[src/rtl/csr_pkg.sv]
// Shared CSR addresses, bit positions and cause codes for the machine-mode CSR file.
package csr_pkg;

    localparam logic [11:0] CSR_MSTATUS   = 12'h300;
    localparam logic [11:0] CSR_MIE       = 12'h304;
    localparam logic [11:0] CSR_MTVEC     = 12'h305;
    localparam logic [11:0] CSR_MSCRATCH  = 12'h340;
    localparam logic [11:0] CSR_MEPC      = 12'h341;
    localparam logic [11:0] CSR_MCAUSE    = 12'h342;
    localparam logic [11:0] CSR_MIP       = 12'h344;
    localparam logic [11:0] CSR_MHARTID   = 12'hF14;
    localparam logic [11:0] CSR_MCYCLE    = 12'hB00;
    localparam logic [11:0] CSR_MCYCLEH   = 12'hB80;
    localparam logic [11:0] CSR_MINSTRET  = 12'hB02;
    localparam logic [11:0] CSR_MINSTRETH = 12'hB82;

    localparam int MSTATUS_MIE  = 3;
    localparam int MSTATUS_MPIE = 7;
    localparam int MIE_MEIE     = 11;
    localparam int MIP_MEIP     = 11;

    localparam logic [31:0] CAUSE_MEXT_IRQ = 32'h8000_000B;

    function automatic logic csr_is_ro(input logic [11:0] addr);
        return (addr == CSR_MIP) || (addr == CSR_MHARTID);
    endfunction

endpackage

[src/rtl/csr_counter64.sv]
// 64-bit counter with independently writable halves (mcycle/minstret).
module csr_counter64 (
    input  logic        clk,
    input  logic        rst,
    input  logic        inc,
    input  logic        wr_lo,
    input  logic        wr_hi,
    input  logic [31:0] wdata,
    output logic [63:0] q
);

    logic [31:0] lo_q, lo_d;
    logic [31:0] hi_q, hi_d;
    logic [32:0] lo_sum;

    always_comb begin
        lo_sum = {1'b0, lo_q} + {32'd0, inc};
        lo_d   = lo_sum[31:0];
        hi_d   = hi_q + {31'd0, lo_sum[32]};
        // a write to either half swallows the carry for this edge
        if (wr_lo) begin
            lo_d = wdata;
            hi_d = hi_q;
        end else if (wr_hi) begin
            hi_d = wdata;
        end
    end

    always_ff @(posedge clk or posedge rst) begin
        if (rst) begin
            lo_q <= '0;
            hi_q <= '0;
        end else begin
            lo_q <= lo_d;
            hi_q <= hi_d;
        end
    end

    assign q = {hi_q, lo_q};

endmodule

[src/rtl/csr_regfile.sv]
// Machine-mode CSR file: storage, trap/mret update, interrupt gating.
// Counters are built only when CSR_COUNTERS_EN is defined.
module csr_regfile
    import csr_pkg::*;
#(
    parameter logic [31:0] MTVEC_RESET = 32'h0000_0000,
    parameter logic [31:0] HART_ID     = 32'd0
) (
    input  logic        clk,
    input  logic        rst,
    input  logic [11:0] csr_addr,
    input  logic        csr_re,
    input  logic        csr_we,
    input  logic [31:0] csr_wdata,
    output logic [31:0] csr_rdata,
    output logic        illegal_csr,
    input  logic        trap_en,
    input  logic [31:0] trap_cause,
    input  logic [31:0] trap_pc,
    input  logic        mret,
    input  logic        instret,
    input  logic        irq_ext,
    output logic        irq_take,
    output logic [31:0] trap_vector,
    output logic [31:0] epc
);

    logic        mie_q, mie_d;
    logic        mpie_q, mpie_d;
    logic        meie_q, meie_d;
    logic        meip_q, meip_d;
    logic [31:0] mtvec_q, mtvec_d;
    logic [31:0] mscratch_q, mscratch_d;
    logic [31:0] mepc_q, mepc_d;
    logic [31:0] mcause_q, mcause_d;
    logic [31:0] rdata;
    logic        implemented;
    logic        wr_en;

`ifdef CSR_COUNTERS_EN
    logic [63:0] cycle_cnt;
    logic [63:0] instret_cnt;

    csr_counter64 u_cycle (
        .clk   (clk),
        .rst   (rst),
        .inc   (1'b1),
        .wr_lo (wr_en && csr_addr == CSR_MCYCLE),
        .wr_hi (wr_en && csr_addr == CSR_MCYCLEH),
        .wdata (csr_wdata),
        .q     (cycle_cnt)
    );

    csr_counter64 u_instret (
        .clk   (clk),
        .rst   (rst),
        .inc   (instret),
        .wr_lo (wr_en && csr_addr == CSR_MINSTRET),
        .wr_hi (wr_en && csr_addr == CSR_MINSTRETH),
        .wdata (csr_wdata),
        .q     (instret_cnt)
    );
`else
    logic unused_instret;
    assign unused_instret = instret;
`endif

    always_comb begin
        rdata       = '0;
        implemented = 1'b1;
        case (csr_addr)
            CSR_MSTATUS:   rdata = {24'd0, mpie_q, 3'd0, mie_q, 3'd0};
            CSR_MIE:       rdata = {20'd0, meie_q, 11'd0};
            CSR_MTVEC:     rdata = mtvec_q;
            CSR_MSCRATCH:  rdata = mscratch_q;
            CSR_MEPC:      rdata = mepc_q;
            CSR_MCAUSE:    rdata = mcause_q;
            CSR_MIP:       rdata = {20'd0, meip_q, 11'd0};
            CSR_MHARTID:   rdata = HART_ID;
`ifdef CSR_COUNTERS_EN
            CSR_MCYCLE:    rdata = cycle_cnt[31:0];
            CSR_MCYCLEH:   rdata = cycle_cnt[63:32];
            CSR_MINSTRET:  rdata = instret_cnt[31:0];
            CSR_MINSTRETH: rdata = instret_cnt[63:32];
`endif
            default:       implemented = 1'b0;
        endcase
    end

    assign csr_rdata   = rdata;
    assign illegal_csr = ((csr_re || csr_we) && !implemented)
                       || (csr_we && csr_is_ro(csr_addr));
    assign wr_en       = csr_we && !illegal_csr && !trap_en;

    always_comb begin
        mie_d      = mie_q;
        mpie_d     = mpie_q;
        meie_d     = meie_q;
        mtvec_d    = mtvec_q;
        mscratch_d = mscratch_q;
        mepc_d     = mepc_q;
        mcause_d   = mcause_q;
        meip_d     = irq_ext;
        if (trap_en) begin
            mepc_d   = {trap_pc[31:2], 2'b00};
            mcause_d = trap_cause;
            mpie_d   = mie_q;
            mie_d    = 1'b0;
        end else begin
            if (mret) begin
                mie_d  = mpie_q;
                mpie_d = 1'b1;
            end
            if (wr_en) begin
                case (csr_addr)
                    CSR_MSTATUS: begin
                        if (!mret) begin
                            mie_d  = csr_wdata[MSTATUS_MIE];
                            mpie_d = csr_wdata[MSTATUS_MPIE];
                        end
                    end
                    CSR_MIE:      meie_d     = csr_wdata[MIE_MEIE];
                    CSR_MTVEC:    mtvec_d    = {csr_wdata[31:2], 2'b00};
                    CSR_MSCRATCH: mscratch_d = csr_wdata;
                    CSR_MEPC:     mepc_d     = {csr_wdata[31:2], 2'b00};
                    CSR_MCAUSE:   mcause_d   = csr_wdata;
                    default:      ;
                endcase
            end
        end
    end

    always_ff @(posedge clk or posedge rst) begin
        if (rst) begin
            mie_q      <= 1'b0;
            mpie_q     <= 1'b0;
            meie_q     <= 1'b0;
            meip_q     <= 1'b0;
            mtvec_q    <= {MTVEC_RESET[31:2], 2'b00};
            mscratch_q <= '0;
            mepc_q     <= '0;
            mcause_q   <= '0;
        end else begin
            mie_q      <= mie_d;
            mpie_q     <= mpie_d;
            meie_q     <= meie_d;
            meip_q     <= meip_d;
            mtvec_q    <= mtvec_d;
            mscratch_q <= mscratch_d;
            mepc_q     <= mepc_d;
            mcause_q   <= mcause_d;
        end
    end

    assign irq_take    = mie_q && meie_q && meip_q;
    assign trap_vector = {mtvec_q[31:2], 2'b00};
    assign epc         = mepc_q;

endmodule
[config.mk]
export PLATFORM = sky130hd
export DESIGN_NAME = csr_regfile
export DESIGN_NICKNAME = d
export VERILOG_FILES = /design/src/rtl/csr_pkg.sv /design/src/rtl/csr_counter64.sv /design/src/rtl/csr_regfile.sv
export SDC_FILE = /design/constraint.sdc
export NUM_CORES = 1
export LEC_CHECK = 0
export BUFFER_PORTS_ARGS = -buffer_cell sky130_fd_sc_hd__buf_2
export CORE_UTILIZATION = 48
export DETAILED_ROUTE_END_ITERATION = 6
export PLACE_DENSITY = 0.85
export SKIP_LAST_GASP = 1
export SLEW_MARGIN = 20
export SYNTH_ARGS = -nofsm -noshare
export SYNTH_HDL_FRONTEND = slang
export SYNTH_HIERARCHICAL = 1
export SYNTH_SLANG_ARGS = --single-unit
[constraint.sdc]
create_clock -name clk -period 7.8 [get_ports clk]
set_input_delay 1.95 -clock clk [delete_from_list [all_inputs] [get_ports clk]]
set_output_delay 1.95 -clock clk [all_outputs]
set_load 0.03 [all_outputs]
# Word level (Yosys, flattened, before mapping)

Index checks and enable logic that the tools add are counted.

RAM bits: 0
Input port bits: 116
Memories kept: 0
Bits in latches: 0
Output and inout port bits: 98
Bits in read-only memories: 0
Word-level logic and storage cells: 56
Bits in registers: 130

Bitwise logic cells: 1
Mux-type cells: 18
Magnitude comparators: 0
Eq/ne operators: 8
Multiply operators: 0
Shift operators: 0
Divide/modulo/power cells: 0
Add/subtract/negate cells: 0
Reduce and logical (&&, ||, !) cells: 21

Operators by type and width:

| operator               | count |
|---|---|
| $pmux W32 S7           | 1 |
| $mux W32               | 6 |
| $eq A12 B10 Y1 const B | 7 |
| $eq A12 B12 Y1 const B | 1 |
| $mux W1                | 11 |
| $reduce_and A3 Y1      | 3 |
| $reduce_or A8 Y1       | 1 |
| $logic_and A1 B1 Y1    | 6 |
| $reduce_bool A2 Y1     | 3 |
| $reduce_and A2 Y1      | 2 |
| $logic_not A1 Y1       | 3 |
| $logic_or A1 B1 Y1     | 3 |
| $not A1 Y1             | 1 |

# Logic depth before layout (Yosys ltp)

Depth in word-level cells: 11
Depth in mapped cells: 9

# Least setup slack after synthesis

Ideal clock, no wire load.

Path type: input-to-output
Start: input csr_addr[7]
End: output csr_rdata[7]
Path slack: 2.293 ns
Cell stages on the path: 7
Data arrival time: 3.557 ns
Path through: nor4bb_1 > buf_2 > and2_1 > buf_2 > nand2_1 > clkbuf_1 > o211ai_1

Word-level cells in the longest chain between the ends: 2
Elaborated cells on any way between the ends: 8
Classes of those cells: eq/ne (7); mux (1)

RTL lines:

| element          | line              | source |
|---|---|---|
| from (decl)      | csr_regfile.sv:11 | `input logic [11:0] csr_addr,` |
| $eq A12 B10 Y1   | csr_regfile.sv:71 | `case (csr_addr)` |
| $pmux W32 S7 (*) | csr_regfile.sv:71 |  |
| to (decl)        | csr_regfile.sv:15 | `output logic [31:0] csr_rdata,` |

Mark *: on every way between the ends. The rest lies on a longest branch, timed or not.

# Final worst setup path

Start: input csr_addr[7]
End: output csr_rdata[19]

Same word-level chain as after synthesis.

==> results.txt <==
After legalization and detailed placement, the total HPWL measured 12,100 um. Among the stages of the critical path, the cell type that occurs most often is buf_2. In the final routed layout, each cell accounts on average for 18.6 um. The tools report the maximum number of pins on one net before global-route repair as 86. The number of hold buffers added after CTS was 0. The number of buffer cells added on primary ports was 206; the setup slack of the worst register-to-register path was 6710 ps. The count of nets left with antenna violations once routing finished came out at 0. The clock reaches the later pin of the worst-skew pair after 410 ps. For the sequential area share after synthesis, the log shows 0.454.

The actual transition at the worst max-transition pin is 977 ps, and the total die area is 0.0152 mm^2. Synthesis produced 680 cells. For the worst flop-to-flop path, the logic depth is 3. The highest fanout seen on the critical path was 30. Timing would allow up to 152 MHz. For this design the static power due to leakage is 0.00435 uW. The logs give 0 for the final count of pins violating max slew and 0 for the overflow left after global routing. First-iteration detailed-routing DRC count: 355.

The power per unit of standard cell area is 188 mW/mm^2. Clock root buffer: clkbuf_16. The flow ran to the end, and the final reports show no timing, DRC or antenna violations. Effective utilization at floorplan: 0.500.

The deepest level of the CTS H-tree is 4. Worst flop-to-flop path endpoint: mpie_q$_DFF_PP0_. The layout has 1,185 filler cells. Counting both buffers and inverters, the worst setup path holds a total of 2.

The via count of the first global-routing pass was 5,756. In the final design database the tool counted 968 nets. Path type of the worst setup path: in2out. The startpoint identified for the worst hold timing path is mscratch_q[3]$_DFFE_PP0P_.

The slowest stage of the critical path belongs to the cell nor4bb_1. The library cell used most frequently in the layout, excluding fill and tap cells, is buf_2. In this run the mean area of a mapped cell was 10.4 um^2. In the layout the commonest cells are buf_2 (205), dfrtp_1 (128), nand2_1 (69), nor2b_1 (64). The run gives 0 as the DRC violations left. The critical path's largest stage delay works out to 830 ps. From synthesis to final layout, the design area changed by 22.0%. The final critical-path share of the clock period came out at 0.842. The initial antenna violation count was 0. The share of post-route cells with drive strength above 1 is 0.363.

VDD sags by at most 0.149 mV. The run gives 17 as the TritonCTS buffer count. The synthesized netlist occupies a cell area of 0.00705 mm^2. The horizontal die dimension is 123 um. Setup violations remaining at the end of the flow were counted as 0.

The overall track demand over capacity in global routing is 0.261. The tools report the launch instance of the worst register-to-register path as mpie_q$_DFF_PP0_. The detailed router placed 5,904 vias in this run.

Via density per instance: 5.66. The worst clock skew on the final layout was 4.95 ps. The core region area is 0.0141 mm^2, and the count of clock tree sinks is 128. Final cell count without fillers: 1,044.

The run gives 0 as the post-CTS setup repair buffer count. The first global-routing pass estimated 30,000 um of wire. During I/O placement, the number of pins put on the boundary was 214.

The destination of the worst hold path was mscratch_q[3]$_DFFE_PP0P_. The worst path in the final design needs a cycle of 6570 ps, including I/O delays and setup. The path class of the tightest hold or removal check is reg2reg. Routability-driven placement finished with a final weighted congestion of 0.816. The hold violation total from the final report is 0, and the aggregate routed wire length is 19,400 um. The number of placed instances, taps included, is 1,013. The floorplan has 43 rows. The quantity of gates resized following cts is 0, and the number of buffers on the longest clock path is 2. In the final timing run, aggregate negative setup slack is 0 ps. The clock-pin slew of the registers on the worst-case setup and hold paths works out to 50 ps. The first detailed-routing pass took 5 iterations. The critical path goes through buf_2, nor4bb_1, nand4_1, nor2_4, a221o_1, buf_2.

During synthesis, Yosys emitted a total of 6 warnings. Setup repair after global routing left no endpoint under its margin. The type of element launching the critical path was an input port.

The repair_antennas step left the layout with diodes totalling 0. The worst hold path depth is 1. TritonCTS built the clock tree.

After synthesis the netlist holds a flip-flop and latch count of 128. Data arrives at the worst endpoint at 4620 ps. Measured along the y axis, the die boundary spans 123 um. The critical path required time is 5850 ps, and the remaining max-slew budget at the tightest pin is 0.339. Broken down by cell family, the worst path's largest delay share belongs to simple AND/OR/NAND/NOR gates. The number of distinct library cells after synthesis is 43. The tools report the max-capacitance violation count as 0.

STA classifies the critical path endpoint as an output port.
[worst reg2reg max path, stage by stage (launching register included)]
cell and delay, ps:
dfrtp_1 410, mux2_2 270, nor3_1 160, o31ai_1 100
[logic make-up after synthesis]
kind of cell           Yosys count  synth area share
multiplexers                    95             0.162
flip-flops                     128             0.454
AND/OR/NAND/NOR                220             0.167
AO/OA/AOI/OAI                  167             0.167
other                            1          0.000532
buffers and inverters           69            0.0484
[layout make-up]
cell class	count	area [um^2]	share of cell area
clock buffer	25	495	0.0576
clock inverter	6	32.5	0.00378
inverter	5	21.3	0.00247
multi-input combinational	486	3540	0.411
sequential	128	3200	0.372
tap	180	225	0.0262
timing repair buffer	214	1090	0.127
[cells in the mapped netlist]
master       n  share of area
a211oi_1     1         0.0011
a21oi_1      2         0.0014
a221o_1     28          0.040
a221oi_1     1         0.0012
a22o_1       2         0.0025
a22oi_1      1         0.0011
a2bb2o_1     1         0.0014
a311o_1      1         0.0014
a311oi_1     1         0.0012
a32oi_1      2         0.0025
and2_1       1        0.00089
and3_1       4         0.0035
and4b_1      2         0.0028
buf_1        1        0.00053
buf_2       15          0.011
buf_4        5         0.0053
buf_6        6         0.0096
clkbuf_1    37          0.020
conb_1       1        0.00053
dfrtp_1    128           0.45
inv_1        5         0.0027
mux2_2      35          0.056
mux2_4      30          0.064
mux2i_1     30          0.043
nand2_1     70          0.037
nand2b_1    31          0.027
nand3_1      3         0.0021
nand3b_4     2         0.0057
nand4_1      1        0.00089
nand4b_1     1         0.0012
nor2_1      31          0.016
nor2b_1     64          0.057
nor3_1       4         0.0028
nor4_1       3         0.0027
nor4_2       1         0.0018
nor4b_4      1         0.0034
nor4bb_1     1         0.0014
o2111ai_1    1         0.0012
o211ai_1    61          0.065
o21ai_0     61          0.043
o22ai_1      1        0.00089
o311ai_0     2         0.0025
o31ai_1      1         0.0011
[sequential cells by signal (all words and copies together) (netlist names)]
signal      flops
meip_q          1
epc            30
mpie_q          1
mie_q           1
mscratch_q     32
mtvec_q        30
meie_q          1
mcause_q       32
[worst max-delay path by stage]
stage,startpoint,cells past startpoint,to
5_1_grt,csr_addr[7],6,csr_rdata[16]
2_1_floorplan,csr_addr[7],7,csr_rdata[7]
4_1_cts,csr_addr[7],6,csr_rdata[19]
3_5_place_dp,csr_addr[7],6,csr_rdata[19]
3_3_place_gp,csr_addr[7],6,csr_rdata[19]
6_report,csr_addr[7],6,csr_rdata[19]
[report_power, final]
group	leakage [uW]	internal (uW)	switching, uW
sequential	0.00167	694	19.2
clock	0.000263	435	279
combinational	0.00241	76.3	116
[stage by stage]
stage / area, um^2 / worst slack, ps / hold WS (ps) / total power (uW) / utilization
final: 8610 / 1230 / 506 / 1620 / 0.611
after global routing: 8610 / 1060 / 511 / 1680 / 0.611
after CTS: 8600 / 1270 / 505 / 1630 / 0.610
after detailed placement: 8080 / 1300 / 493 / 916 / 0.573
after global placement: 8080 / 1270 / 486 / 912 / 0.573
after floorplan: 7070 / 2290 / 477 / 844 / -
[metal layers]
metal / global-route usage / wire, um / share of wire
met4: 0.0896 / 197 / 0.010
met1: 0.330 / 8400 / 0.43
met5: 0 / 0 / 0
met2: 0.441 / 9610 / 0.50
met3: 0.0590 / 1200 / 0.062
(Power assumes the default switching activity.)
